## src/rtl/imem_loader.sv

```systemverilog
// Boot loader: validates a header, writes payload words little-endian into
// byte-wide instruction memory, then checks an XOR checksum before releasing the core.
module imem_loader #(
  parameter int          MEM_BYTES = 128,
  parameter int          ADDR_W    = $clog2(MEM_BYTES),
  parameter int          MAX_WORDS = MEM_BYTES / 4,
  parameter logic [15:0] MAGIC     = 16'hB007
) (
  input  logic              clk,
  input  logic              rst,
  input  logic              start,
  input  logic              s_valid,
  output logic              s_ready,
  input  logic [31:0]       s_data,
  output logic              mem_we,
  output logic [ADDR_W-1:0] mem_addr,
  output logic [7:0]        mem_wdata,
  output logic              core_rst,
  output logic              busy,
  output logic              done,
  output logic              err,
  output logic [ADDR_W-2:0] words_loaded
);

  localparam int KW = ADDR_W - 1;

  typedef enum logic [2:0] {
    S_IDLE, S_HDR, S_WAIT, S_WR, S_CSUM, S_DONE, S_ERR
  } state_t;

  state_t state_q, state_d;

  logic [KW-1:0]     k_q, k_d;
  logic [KW-1:0]     n_q, n_d;
  logic [1:0]        b_q, b_d;
  logic [31:0]       word_q, word_d;
  logic [31:0]       acc_q, acc_d;
  logic              s_ready_q, s_ready_d;
  logic              mem_we_q, mem_we_d;
  logic [ADDR_W-1:0] mem_addr_q, mem_addr_d;
  logic [7:0]        mem_wdata_q, mem_wdata_d;
  logic              core_rst_q, core_rst_d;
  logic              busy_q, busy_d;
  logic              done_q, done_d;
  logic              err_q, err_d;
  logic              xfer;
  logic [15:0]       hdr_n;
  logic [31:0]       wshift;

  assign xfer  = s_valid && s_ready_q;
  assign hdr_n = s_data[15:0];

  always_comb begin
    state_d = state_q;
    k_d     = k_q;
    n_d     = n_q;
    b_d     = b_q;
    word_d  = word_q;
    acc_d   = acc_q;
    err_d   = err_q;
    unique case (state_q)
      S_IDLE, S_DONE, S_ERR: begin
        if (start) begin
          state_d = S_HDR;
          err_d   = 1'b0;
          k_d     = '0;
          acc_d   = '0;
        end
      end
      S_HDR: begin
        if (xfer) begin
          if (s_data[31:16] != MAGIC || 32'(hdr_n) > MAX_WORDS) begin
            state_d = S_ERR;
            err_d   = 1'b1;
          end else if (hdr_n == 16'd0) begin
            state_d = S_CSUM;
          end else begin
            state_d = S_WAIT;
            n_d     = hdr_n[KW-1:0];
            k_d     = '0;
          end
        end
      end
      S_WAIT: begin
        if (xfer) begin
          word_d  = s_data;
          acc_d   = acc_q ^ s_data;
          b_d     = 2'd0;
          state_d = S_WR;
        end
      end
      S_WR: begin
        b_d = b_q + 2'd1;
        if (b_q == 2'd3) begin
          k_d     = k_q + KW'(1);
          state_d = (k_d == n_q) ? S_CSUM : S_WAIT;
        end
      end
      S_CSUM: begin
        if (xfer) begin
          if (s_data == acc_q) begin
            state_d = S_DONE;
          end else begin
            state_d = S_ERR;
            err_d   = 1'b1;
          end
        end
      end
      default: state_d = S_IDLE;
    endcase

    // Outputs are derived from the next state so they register alongside it.
    wshift      = word_d >> {b_d, 3'b000};
    s_ready_d   = state_d inside {S_HDR, S_WAIT, S_CSUM};
    mem_we_d    = state_d == S_WR;
    mem_addr_d  = mem_we_d ? {k_d[ADDR_W-3:0], b_d} : '0;
    mem_wdata_d = mem_we_d ? wshift[7:0] : '0;
    busy_d      = state_d inside {S_HDR, S_WAIT, S_WR, S_CSUM};
    done_d      = state_q == S_CSUM && state_d == S_DONE;
    core_rst_d  = state_d != S_DONE;
  end

  always_ff @(posedge clk or posedge rst) begin
    if (rst) begin
      state_q     <= S_IDLE;
      k_q         <= '0;
      n_q         <= '0;
      b_q         <= '0;
      word_q      <= '0;
      acc_q       <= '0;
      s_ready_q   <= 1'b0;
      mem_we_q    <= 1'b0;
      mem_addr_q  <= '0;
      mem_wdata_q <= '0;
      core_rst_q  <= 1'b1;
      busy_q      <= 1'b0;
      done_q      <= 1'b0;
      err_q       <= 1'b0;
    end else begin
      state_q     <= state_d;
      k_q         <= k_d;
      n_q         <= n_d;
      b_q         <= b_d;
      word_q      <= word_d;
      acc_q       <= acc_d;
      s_ready_q   <= s_ready_d;
      mem_we_q    <= mem_we_d;
      mem_addr_q  <= mem_addr_d;
      mem_wdata_q <= mem_wdata_d;
      core_rst_q  <= core_rst_d;
      busy_q      <= busy_d;
      done_q      <= done_d;
      err_q       <= err_d;
    end
  end

  assign s_ready      = s_ready_q;
  assign mem_we       = mem_we_q;
  assign mem_addr     = mem_addr_q;
  assign mem_wdata    = mem_wdata_q;
  assign core_rst     = core_rst_q;
  assign busy         = busy_q;
  assign done         = done_q;
  assign err          = err_q;
  assign words_loaded = k_q;

endmodule

```

## config.mk

```make
export PLATFORM = sky130hd
export DESIGN_NAME = imem_loader
export DESIGN_NICKNAME = d
export VERILOG_FILES = /design/src/rtl/imem_loader.sv
export SDC_FILE = /design/constraint.sdc
export NUM_CORES = 1
export LEC_CHECK = 0
export CAP_MARGIN = 20
export CORE_UTILIZATION = 30
export DETAILED_ROUTE_END_ITERATION = 8
export SLEW_MARGIN = 25
export SYNTH_ARGS = -nofsm -noshare
export SYNTH_HDL_FRONTEND = slang
export SYNTH_SLANG_ARGS = --single-unit
```

## constraint.sdc

```tcl
create_clock -name clk -period 3.1 [get_ports clk]
set_input_delay 0.465 -clock clk [delete_from_list [all_inputs] [get_ports clk]]
set_output_delay 0.465 -clock clk [all_outputs]
set_load 0.01 [all_outputs]
```

==> results.md <==
* Register area share after synthesis at 0.516
* Die width at 130 um
* Htree depth at 3
* Max Fanout on Critical Path at 5
* ANT cells at 0
* Distinct cells, synth at 46
* #FFs+latches synth at 102
* Post-CTS Hold Fix Bufs at 0
* Sink Count at 102
* Die ar. at 17000 sq um
* Max-cap violations at 0
* Vias at 4212
* Hold WC Path Type: register to register
* Final nets at 647
* Post-route setup TNS at 0 ns
* Post-synth ARST share at 1.00
* Post-synth EDFFs at 0
* Critical path class: primary input to register
* Post-Route WL at 13.7 mm
* Fin. Hold Viols at 0
* Critical Path Max Stage Delay at 0.56 ns
* DPL Wire Length at 9.36 mm
* Tmin final at 2.77 ns
* Slew @ Worst Pin at 0.627 ns
* Power density over the cells at 923 nW/um^2
* Post-Syn Instances at 538
* Synth cell count leaders: 109 x nand2_1, 101 x dfrtp_1, 74 x o21ai_0, 52 x nor2_1, 38 x xnor2_1
* CTS tree: done
* Die Ht at 130 um
* Met1 Wirelength at 6.20 mm
* Site row count at 46
* First-pass GRT wire length at 21.6 mm
* Post-Syn Area per Cell at 9.19 sq um
* Power share of the sequential group at 0.365
* Initial antenna violation count at 0
* Run status: finished, final reports clean
* Combinational share of power at 0.425
* GP Congestion at 0.838
* Netlist Area Pre-Place at 4950 sq um
* Net Count, Synth at 577
* CP endpoint kind: register
* Most frequent cell after synthesis: nand2_1
* Vias in the first global route at 3994
* Post-route ant nets at 0
* Via density at 5.08
* Worst relative slew slack at 0.578
* Clk pin slew, worst setup/hold paths at 0.07 ns
* Delay-heaviest family, CP: simple AND/OR/NAND/NOR gates
* Initial Utilization at 0.309
* Root buffer cell: clkbuf_16
* Core ar. at 16000 sq um
* WL per Instance at 16.5 um
* DR WL met2 at 6.56 mm
* Setup bufs post-CTS at 0
* Cells on worst reg2reg path at 7
* PortBufs at 62
* Share of layout cells above drive strength 1 at 0.0783
* WP buf/inv at 1
* Pin count of the biggest net entering global routing at 103
* Standby leakage power at 0.00271 uW
* TritonRoute pass-1 iters at 5
* Startpoint types: primary input
* GRT Util Overall at 0.168
* Critical Path AT at 3.00 ns
* Clock network latency to the later pin of the worst-skew pair at 0.35 ns
* Fin Clk Skew at 0.00874 ns
* Clock power share at 0.210
* Filler Cells Inserted at 1624
* Switch share at 0.386
* Int Pwr at 3550 uW
* TritonCTS Buffers at 9
* Clock Path Buffers at 2
* Grt total ovfl at 0
* Final setup vio count at 0
* Largest cells by area after synthesis: dfrtp_1 51%, nand2_1 8.3%, o21ai_0 7.5%
* RSZ-0062 raised after global routing: false
* Hold_ws at 0.476 ns
* Main synth FF type: dfrtp_1
* Total of warnings raised by yosys at 0
* IR drop worst, VDD at 0.356 mV
* Critical Path RT at 3.33 ns
* DR DRC count at 0
* 1st-iter DRT viols at 427
* Area share of the largest cell type after synthesis at 0.511
* Hold Crit Depth at 2
* DR WL met3 at 615 um
* Yosys top cell by area: dfrtp_1
* Synth-to-Final Area Change at 26.6%
* Slowest cell on crit path: clkdlybuf4s50_1
* Psw at 2230 uW
* Worst path cell trace: clkdlybuf4s50_1, nor4bb_1, and4_1, nand3_1, nor4_1, o21ai_0, mux2_2, nor2b_1
* Final period util at 0.893
* Final Slew Violations at 0
* Post_cts resized at 0
* Io pins at 63
* Top Metal Used: met4
* Cell count along the critical path at 8
* Achievable Freq at 361 MHz
## cell usage in the layout (no fill, tap or decap), types with 2 or more instances in the layout
cell,n
nor4_1,5
buf_12,3
a31oi_1,2
nor3_1,4
xor2_1,6
and3_1,2
nor2_1,51
clkinv_1,2
nand2b_1,2
buf_4,16
inv_1,4
clkbuf_1,2
mux2_2,9
xnor2_1,38
a21oi_1,12
clkinvlp_4,2
o22ai_1,2
clkdlybuf4s50_1,62
nor4b_1,4
o21ai_0,74
nand3_1,27
or3_1,2
ha_1,2
a21o_1,2
nand2_1,109
a22o_1,4
nor2b_1,5
dfrtp_1,101
o211ai_1,17
clkbuf_16,9
a32oi_1,2
mux2i_1,2
nand4_1,8
bufinv_16,2
## sequential cells by signal, indices dropped and copies added, names as in the netlist, 2 cells and up
register	flops
n_q	6
state_q	3
words_loaded	6
mem_wdata	8
b_q	2
acc_q	32
mem_addr	7
word_q	32
## cell type report
cell class	count	area [sq um]	area share
flip-flops and latches	102	2550	0.408
well taps	216	270	0.0432
inverters	7	30.0	0.00480
repair buffers	81	801	0.128
multi-input cells	407	2290	0.366
clock inverters	5	81.3	0.0130
clock buffers	11	233	0.0372
## layer usage
metal	global-route usage	up-vias
li1	-	2004
met1	0.228	2072
met2	0.269	118
met3	0.0248	18
met4	0.0676	0
met5	0	-
## stage by stage
step                      cell area, sq um  cells  setup WS (ns)   util  total power, uW
after global placement                5950    813        0.00616  0.372             4530
after detailed placement              5950    813         0.0164  0.372             4580
after CTS                             6260    829          0.368  0.391             5820
after global routing                  6260    829         0.0656  0.391             6170
final                                 6260    829          0.331  0.391             5780
after floorplan                       4950    538          0.634      -             3620
## power groups by stage
stage	clock network (uW)	logic [uW]	registers (uW)
after floorplan	0	1520	2100
after global placement	0	2410	2120
after detailed placement	0	2460	2130
after CTS	1240	2470	2110
after global routing	1290	2720	2170
final	1210	2460	2110
## worst register-to-register path: cells and delay by family, from the launching register on
family	cells	cell delay [ns]
AND/OR/NAND/NOR	3	0.97
flip-flops	1	0.62
buffers and inverters	2	0.55
AO/OA/AOI/OAI	2	0.45
## path summary, 6_finish.rpt
kind,start,to,slack (ns)
setup / recovery,s_data[29],mem_addr[2],0.33
hold / removal,word_q[30],word_q[30],0.48
setup reg to reg,state_q[0],mem_addr[4],0.43
hold reg to reg,word_q[30],word_q[30],0.48
max in group asynchronous,rst,mem_addr[4],2.05
min in group asynchronous,rst,err,0.59
## logic make-up after synthesis
logic type                 after synthesis  synth area share
and+or+nand+nor                        226             0.205
adders and majority gates                3           0.00911
AOI/OAI and AO/OA                      123             0.144
muxes                                   11            0.0245
buffers and inverters                   29            0.0230
DFF                                    102             0.516
xor gates and xnor gates                44            0.0779
(Power assumes the default switching activity.)
